<file path="src/rtl/serial_add_pkg.sv">
// rtl/serial_add_pkg.sv - shared FSM encoding and sizing helper for the digit-serial adder
package serial_add_pkg;

   typedef enum logic [1:0] {
      ST_IDLE = 2'd0,
      ST_RUN  = 2'd1,
      ST_DONE = 2'd2
   } state_t;

   // Step counter width: clog2 of the cycle count, never narrower than one bit.
   function automatic int step_width(input int n);
      return (n <= 2) ? 1 : $clog2(n);
   endfunction

endpackage

</file>
<file path="src/rtl/serial_add_digit_add.sv">
// rtl/serial_add_digit_add.sv - combinational DIGIT-bit ripple adder, exposes carry into its top bit
module serial_add_digit_add #(
   parameter int DIGIT = 1
) (
   input  logic [DIGIT-1:0] a,
   input  logic [DIGIT-1:0] b,
   input  logic             cin,
   output logic [DIGIT-1:0] sum,
   output logic             cout,
   output logic             c_top
);

   logic [DIGIT:0] c;

   always_comb begin
      c    = '0;
      sum  = '0;
      c[0] = cin;
      for (int i = 0; i < DIGIT; i++) begin
         sum[i]   = a[i] ^ b[i] ^ c[i];
         c[i+1]   = (a[i] & b[i]) | (c[i] & (a[i] ^ b[i]));
      end
   end

   assign cout  = c[DIGIT];
   assign c_top = c[DIGIT-1];

endmodule

</file>
<file path="src/rtl/serial_add.sv">
// rtl/serial_add.sv - multi-cycle adder/subtractor, DIGIT bits per clock through one reused digit adder
module serial_add
   import serial_add_pkg::*;
#(
   parameter int WIDTH = 8,
   parameter int DIGIT = 1
) (
   input  logic             clk,
   input  logic             rst,
   input  logic             start,
   input  logic             sub,
   input  logic [WIDTH-1:0] a,
   input  logic [WIDTH-1:0] b,
   input  logic             ci,
   output logic             busy,
   output logic             done,
   output logic [WIDTH-1:0] s,
   output logic             co,
   output logic             ov
);

   localparam int N  = WIDTH / DIGIT;
   localparam int SW = step_width(N);
   localparam logic [SW-1:0] LAST_STEP = SW'(N - 1);

   if ((WIDTH < 1) || (DIGIT < 1) || (WIDTH % DIGIT != 0)) begin : g_bad_params
      $error("serial_add: DIGIT must be >= 1 and divide WIDTH exactly");
   end

   state_t           state, state_n;
   logic             load, run, last;
   logic [WIDTH-1:0] a_q, b_q, acc;
   logic             carry;
   logic [SW-1:0]    step;

   logic [DIGIT-1:0]       d_sum;
   logic                   d_cout, d_ctop;
   logic [WIDTH+DIGIT-1:0] acc_cat;
   logic [WIDTH-1:0]       acc_next;

   serial_add_digit_add #(.DIGIT(DIGIT)) u_digit (
      .a     (a_q[DIGIT-1:0]),
      .b     (b_q[DIGIT-1:0]),
      .cin   (carry),
      .sum   (d_sum),
      .cout  (d_cout),
      .c_top (d_ctop)
   );

   // New digit enters at the top; after N steps the first digit has reached bit 0.
   assign acc_cat  = {d_sum, acc};
   assign acc_next = acc_cat[WIDTH+DIGIT-1:DIGIT];

   always_comb begin
      state_n = state;
      load    = 1'b0;
      run     = 1'b0;
      last    = 1'b0;
      case (state)
         ST_IDLE: begin
            if (start) begin
               load    = 1'b1;
               state_n = ST_RUN;
            end
         end
         ST_RUN: begin
            run = 1'b1;
            if (step == LAST_STEP) begin
               last    = 1'b1;
               state_n = ST_DONE;
            end
         end
         ST_DONE: begin
            if (start) begin
               load    = 1'b1;
               state_n = ST_RUN;
            end else begin
               state_n = ST_IDLE;
            end
         end
         default: state_n = ST_IDLE;
      endcase
      busy = (state == ST_RUN);
      done = (state == ST_DONE);
   end

   always_ff @(posedge clk) begin
      if (rst) begin
         state <= ST_IDLE;
      end else begin
         state <= state_n;
      end
   end

   always_ff @(posedge clk) begin
      if (rst) begin
         a_q   <= '0;
         b_q   <= '0;
         acc   <= '0;
         carry <= 1'b0;
         step  <= '0;
         s     <= '0;
         co    <= 1'b0;
         ov    <= 1'b0;
      end else if (load) begin
         // Subtraction runs as a + ~b + ~ci, so the borrow-in is inverted into the carry.
         a_q   <= a;
         b_q   <= sub ? ~b : b;
         carry <= ci ^ sub;
         acc   <= '0;
         step  <= '0;
      end else if (run) begin
         a_q   <= a_q >> DIGIT;
         b_q   <= b_q >> DIGIT;
         acc   <= acc_next;
         carry <= d_cout;
         step  <= step + SW'(1);
         if (last) begin
            s  <= acc_next;
            co <= d_cout;
            ov <= d_ctop ^ d_cout;
         end
      end
   end

endmodule
</file>
<file path="config.mk">
export PLATFORM = sky130hd
export DESIGN_NAME = serial_add
export DESIGN_NICKNAME = d
export VERILOG_FILES = /design/src/rtl/serial_add_pkg.sv /design/src/rtl/serial_add_digit_add.sv /design/src/rtl/serial_add.sv
export SDC_FILE = /design/constraint.sdc
export NUM_CORES = 1
export LEC_CHECK = 0
export CAP_MARGIN = 30
export CORE_MARGIN = 1
export CORE_UTILIZATION = 54
export DETAILED_ROUTE_END_ITERATION = 8
export PLACE_DENSITY_LB_ADDON = 0.15
export SYNTH_ARGS = -nofsm -noshare
export SYNTH_HDL_FRONTEND = slang
export SYNTH_SLANG_ARGS = --single-unit
</file>
<file path="constraint.sdc">
create_clock -name clk -period 3.5 [get_ports clk]
set_input_delay 0.875 -clock clk [delete_from_list [all_inputs] [get_ports clk]]
set_output_delay 0.875 -clock clk [all_outputs]
set_load 0.01 [all_outputs]
</file>
# == Word-level counts from Yosys, hierarchy flattened ==
# Cells that the tools add are included.
# totals
regBits,40
in_bits,21
out_inout_bits,12
# classes
add_sub_neg,1
n_eq_ne,5
mux,16
bitwise,9
n_reduce_logical,6
# op_table
op,count
8-bit two-way mux,5
1-bit two-way mux,8
8-bit NOT,1
2-bit case mux with 3 select lines,1
2-bit two-way mux,2
2-bit OR reduction,2
1-bit bitwise XOR,4
3-bit by 1-bit adder with 3-bit output (second input constant),1
3-bit equality test (second input constant),1
3-bit AND reduction,1
1-bit bitwise AND,2
2-bit by 1-bit equality test with 1-bit output (second input constant),1
2-bit equality test (second input constant),1
2-bit logical NOT,1
2-bit by 1-bit != test with 1-bit output (second input constant),1
2-bit != test (second input constant),1
2-bit AND reduction,1
2-bit nonzero test,1
1-bit NOT,1
1-bit bitwise OR,1

# == Depth between registers and ports, before layout ==
# logic_depth
ltp_word,5
mapped_depth,6
depth_no_buf,5

# == Modules after synthesis ==
# From an unflattened synthesis, not the netlist that was laid out.
# hier_totals
hier_cells,191
hier_area_um2,1620.3
# by_module_without_submodules
mod,n_inst,cells_each,area_per_inst_um2
serial_add,1,189,1592.8
serial_add_digit_add,1,2,27.5

# == Least setup slack after synthesis ==
# Ideal clock, no wire load.
# synth_path
path_kind,flip-flop to output port
startpoint,reg state[1]
endpoint,out busy
arrival_time_ns,0.790
required_time_ns,2.625
slack_ns,1.835
path_stages_with_launch,5
path_cell_list,dfxtp_1 -> nand2b_1 -> buf_6 -> inv_6 -> buf_4
# synth_between
elab_chain_cells,1
# synth_lines
item,line,rtl
from (decl),serial_add.sv:30,"state_t state, state_n;"
from (signal assigned),serial_add.sv:91,state <= state_n;
2-bit by 1-bit equality test with 1-bit output,serial_add.sv:83,busy = (state == ST_RUN);
to (decl),serial_add.sv:15,"output logic busy,"
# No other way between the ends.

# == Final worst setup path ==
# layout_path
startpoint,reg state[0]
endpoint,out busy
# Same word-level chain as after synthesis.

==> flow_metrics.tcl <==
set metrics [dict create \
    critPathMaxFanout 26 \
    use_met2_pct 34.3 \
    insertion_delay_ps 350 \
    p_leak_nw 0.708 \
    grt.busiest_layer "met2" \
    grt_max_degree 28 \
    slew_violations 0 \
    ant_nets 0 \
    hold_buffers 0 \
    outcome "completed" \
    cp_slowest_cell "clkdlybuf4s50_1" \
    final_common_cell "nand2_1" \
    crit_family "buffers and inverters" \
    grt_pass1_wl_um 5380 \
    crit_type "flip-flop to primary output" \
    dp_hpwl_um 2110 \
    start_kind "flip-flop" \
    final.fill_count 234 \
    drtIter0Drc 27 \
    yosysSeqAreaShare_pct 48.5 \
    powerDensity_mw_per_mm2 487 \
    grt_overflow 0 \
    final_cell_mix "42 x nand2_1, 39 x dfxtp_1, 32 x clkdlybuf4s50_1, 22 x a21oi_1, 22 x nor3_1" \
    max_cap_viol_count 0 \
    fin_crit_ps 2600 \
    yosysWarnings 0 \
    ioPinCount 33 \
    regArea_sq_um 781 \
    core-area_sq_mm 0.00278 \
    drt-wirelength-per-cell_um 12.7 \
    htree_levels 2 \
    first_pass_iters 4 \
    fin_skew_ps 8.01 \
    synth_cells 188 \
    setup_viol 0 \
    cp.arrival_ps 1720 \
    num_rows 19 \
    slew-limit-headroom_pct 50.8 \
    crit_chain "nand2b_1, inv_6, clkdlybuf4s50_1" \
    syn_area_sq_mm 0.00161 \
    setup_slack_ps 905 \
    max_freq_mhz 385 \
    clkSinkCount 39 \
    root_buffer "clkbuf_4" \
    tns_ps 0 \
    viasPerCell 5.50 \
    drive_above_1_share_pct 4.63 \
    dp.cells 239 \
    grt_pass1_vias 1206 \
    antenna_found_initial 0 \
    stdcell_count 247 \
    synth_area_per_cell_sq_um 8.56 \
    min_path_type "flip-flop to flip-flop" \
    path_buf_inv 2 \
    grtUsageTotal_pct 22.0 \
    critical_path_required_ps 2620 \
    gp_congestion 0.772 \
    postCtsSetupBuffers 0 \
    via_count 1359 \
    synth_fp_nets 212 \
    tightest_slew_ps 738 \
    drc 0 \
    num_antenna_cells 0 \
    met3_usage_pct 5.76 \
    fin_util_pct 71.6 \
    cts_tree "built" \
    dp_slack_ps 970 \
    ys_ff_latch 39 \
    cts_inserted_buffers 5 \
    fin_nets 239 \
    final_hold_viol_count 0 \
    dieArea_sq_mm 0.00320 \
    cts.path.max_buffers 2 \
    dieHeight_um 56.6 \
    wl_um 3140 \
    slowest_delay_ps 570 \
    endpoint_kind "primary output" \
    die_x_um 56.6 \
    clk_pin_slew_ps 120 \
    area_growth_pct 23.8 \
    ctsResizeCount 0 \
    numPortBuffers 32 \
    multi_input_area_sq_um 727 \
    synth_cell_types 26 \
    grt_util_met1_pct 27.8 \
    rsz0062_at_grt "no" \
    period_share_pct 74.2 \
    irDropWorstVdd_mv 0.589 \
    start_util_pct 57.8 \
]
-- routing by layer --
layer	up-vias	share of wire [%]	wire, um
li1	692	-	-
met3	6	4.6	145
met2	27	48	1500
met4	0	2.0	62
met1	634	46	1430
met5	-	0	0
-- path summary, 6_finish.rpt --
path                  from  cells past startpoint  slack (ps)      to
setup / recovery  state[0]                      3         900    busy
hold / removal        s[0]                      2         460    s[0]
setup reg to reg  state[0]                      3        1790  acc[6]
hold reg to reg       s[0]                      2         460    s[0]
-- flip-flops by register name, indices dropped and copies added, names as in the netlist, 2 cells and up --
signal  cells
a_q         8
acc         7
b_q         8
s           8
state       2
step        3
-- kinds of logic (layout without fill, tap and decap cells) --
kind of cell | Yosys count | after routing | synth area share (%)
and+or+nand+nor | 81 | 81 | 22.3
DFF | 39 | 39 | 48.5
adders and majority gates | 3 | 3 | 2.80
AOI/OAI and AO/OA | 39 | 39 | 14.1
buffers and inverters | 15 | 43 | 6.30
xor gates and xnor gates | 11 | 11 | 5.99
-- final cells by class --
cell class,instances,area share (%)
Timing Repair Buffer,34,16.8
Sequential cell,39,39.2
Multi-Input combinational cell,134,36.5
Clock buffer,6,2.07
Tap cell,31,1.95
Inverter,1,0.440
Clock inverter,2,3.02
-- cells in the mapped netlist --
| library cell | instances | area [sq um] |
|---|---|---|
| inv_6 | 1 | 8.76 |
| nand3b_1 | 1 | 7.51 |
| fa_1 | 1 | 20.0 |
| a311oi_1 | 2 | 17.5 |
| nor2_1 | 6 | 22.5 |
| xnor2_1 | 2 | 17.5 |
| and2b_1 | 1 | 7.51 |
| nand2b_1 | 3 | 18.8 |
| ha_1 | 2 | 25.0 |
| xor2_1 | 9 | 78.8 |
| a21oi_1 | 22 | 110 |
| buf_6 | 3 | 33.8 |
| buf_2 | 5 | 25.0 |
| nor2b_1 | 1 | 6.26 |
| a211oi_1 | 1 | 7.51 |
| a22oi_1 | 2 | 15.0 |
| clkbuf_1 | 2 | 7.51 |
| nor3_1 | 22 | 110 |
| buf_1 | 1 | 3.75 |
| nand2_1 | 42 | 158 |
| o21a_1 | 1 | 7.51 |
| dfxtp_1 | 39 | 781 |
| buf_4 | 3 | 22.5 |
| and3b_1 | 1 | 8.76 |
| o22ai_1 | 11 | 68.8 |
| nand3_1 | 4 | 20.0 |
-- where the power goes --
group	switching (mW)	internal, mW	total [mW]
registers	0.0138	0.466	0.480
logic	0.0630	0.0578	0.121
clock network	0.147	0.223	0.370
-- metrics by stage --
| stage | total power, mW | hold WS, ps | instance area (sq um) |
|---|---|---|---|
| after detailed placement | 0.610 | 448 | 1890 |
| after global placement | 0.605 | 444 | 1890 |
| final | 0.970 | 463 | 1990 |
| after global routing | 1.01 | 487 | 1990 |
| after CTS | 0.976 | 465 | 1990 |
| after floorplan | 0.576 | 432 | 1610 |
-- tightest hold or removal path, delay by kind of cell (launching register included) --
family / cells / cell delay (ps)
AO/OA/AOI/OAI: 1 / 50
flip-flops: 1 / 330
AND/OR/NAND/NOR: 1 / 50
Note: power is estimated with default switching activity, not from simulation.
==> RTL edit: new RTL, same flow settings <==
Encoding of `state_t`: now one-hot (3 bits for 3 states).
--- a/src/rtl/serial_add_pkg.sv
+++ b/src/rtl/serial_add_pkg.sv
@@ -1,10 +1,10 @@
 // rtl/serial_add_pkg.sv - shared FSM encoding and sizing helper for the digit-serial adder
 package serial_add_pkg;
 
-   typedef enum logic [1:0] {
-      ST_IDLE = 2'd0,
-      ST_RUN  = 2'd1,
-      ST_DONE = 2'd2
+   typedef enum logic [2:0] {
+      ST_IDLE = 3'b001,
+      ST_RUN  = 3'b010,
+      ST_DONE = 3'b100
    } state_t;
 
    // Step counter width: clog2 of the cycle count, never narrower than one bit.
Behaviour: same outputs for any inputs over 10 cycles, from zero or initial values and one cycle with rst high; not proved beyond that.
==> RTL edit against the original RTL <==
- register-to-register slack improved by 0.05 ns
- clock power is 11% lower
- non-clock buffer count grew 1
- synthesized area up 11%
- sequential share of layout area shrank 2.5 points
- setup slack got worse by 0.42 ns
- die area rose by 11%
- total power is 4.2% lower
- sequential cell count is 1 higher
- wire length grew 26%
- global-route usage increased by 3.8 points
- cell area increased by 9.5%
- cell count grew 13%
- largest cell class is now multi-input gates
==> RTL edit: results (changes against the original RTL) <==
Final wirelength - 3.97 mm (was 3.14 mm)
Slew at the pin closest to its max-slew limit - 0.616 ns (was 0.738 ns)
Fillers - 282 (was 234)
Gr usage total - 25.7% (was 22.0%)
Cell Count Post-Placement - 271 (was 239)
Worst min-delay path startpoint - s[4]$_SDFFE_PP0P_ (was s[0]$_SDFFE_PP0P_)
Initial antenna violation count - 0 (unchanged)
Largest net degree at the start of global routing - 28 (unchanged)
Worst path arrival time - 2.14 ns (was 1.72 ns)
CP delay by family, top - buffers and inverters (unchanged)
Post-CTS setup buffers - 0 (unchanged)
Syn_nets - 233 (was 212)
Top_reg_cell synth - dfxtp_1 (unchanged)
Initial DRC Count - 105 (was 27)
Final Skew - 0.0108 ns (was 0.00801 ns)
Syn Inst Count - 209 (was 188)
Setup WS pre-CTS - 0.904 ns (was 0.970 ns)
Via count - 1601 (was 1359)
Async SR Flop Fraction - 0% (unchanged)
Leakage Power - 0.732 nW (was 0.708 nW)
Slowest CP cell - clkdlybuf4s50_1 (unchanged)
Share of post-route cells with drive strength above 1 - 5.96% (was 4.63%)
IO Port Bufs - 32 (unchanged)
Layout Cells excl Fill - 279 (was 247)
Placed Area - 2090 µm² (was 1890 µm²)
Peak VDD IR - 0.295 mV (was 0.589 mV)
Worst r2r src - state[1]$_SDFFE_PP0P_ (was state[0]$_SDFFE_PP0P_)
Routability cong. - 0.741 (was 0.772)
DP HPWL - 2.68 mm (was 2.11 mm)
Post-synthesis sequential area ratio - 44.8% (was 48.5%)
Synth cell types - 28 (was 26)
Fin nets - 258 (was 239)
Leading registers by flop count - a_q (8), b_q (8), s (8) (unchanged)
H-Tree Level Count - 2 (unchanged)
Vias in the first global route - 1600 (was 1206)
Commonest cells post-synth - nand2_1, dfxtp_1, a21oi_1 (was nand2_1, dfxtp_1, a21oi_1, nor3_1, o22ai_1)
Maximum fanout along the worst path - 27 (was 26)
Status - finished, final reports clean (unchanged)
First-pass GRT wire length - 6.70 mm (was 5.38 mm)
Final Util - 70.3% (was 71.6%)
CTS max path bufs - 2 (unchanged)
Top cells by area, synth - dfxtp_1, nand2_1, a21oi_1, a311oi_1, xor2_1 (was dfxtp_1, nand2_1, a21oi_1, nor3_1, xor2_1)
[RTL edit: cell types whose count changed after synthesis, sizes merged, moves of 7 or more]
cell	before	now
nand2	42	55
nor3	22	9
o22ai	11	0
o211ai	0	8
a311oi	2	9
[RTL edit: final timing paths]
path	endpoint	slack, ns	cells past startpoint
hold / removal	s[4]$_SDFFE_PP0P_	0.47	2
hold reg to reg	s[4]$_SDFFE_PP0P_	0.47	2
setup reg to reg	b_q[2]$_SDFFE_PP0P_	1.84	4
setup / recovery	busy	0.49	3
[RTL edit: cells by family after synthesis]
group           count (synthesis)  synth area share (%)
simple gates                   82                  20.6
flops                          40                  44.8
compound gates                 53                  19.5
buf+inv                        18                  5.80
xor+xnor                       13                  6.78
fa+ha+maj                       3                  2.52
[RTL edit: tightest hold or removal path, cell delays in order (launching register included)]
cell and delay, ns:
dfxtp_1 0.33, nand2_1 0.05, a21oi_1 0.05
[RTL edit: metal layers]
metal	vias to the layer above	wire (µm)	GRT usage [%]
li1	779	-	-
met1	771	1610	28.5
met4	0	71	12.3
met2	44	2050	46.2
met5	-	0	0
met3	7	236	5.90
[RTL edit: layout make-up]
| type | count | share of cell area [%] |
|---|---|---|
| well taps | 44 | 2.52 |
| clock buffers | 6 | 2.35 |
| inverters | 1 | 0.401 |
| multi-input cells | 151 | 40.5 |
| flip-flops and latches | 40 | 36.7 |
| clock inverters | 2 | 1.78 |
| repair buffers | 35 | 15.7 |
[RTL edit: where the power goes]
part | internal (mW) | total (mW) | leakage (nW) | switching [mW]
Combinational | 0.0539 | 0.111 | 0.358 | 0.0575
Sequential | 0.474 | 0.489 | 0.326 | 0.0150
Clock | 0.171 | 0.328 | 0.0484 | 0.157
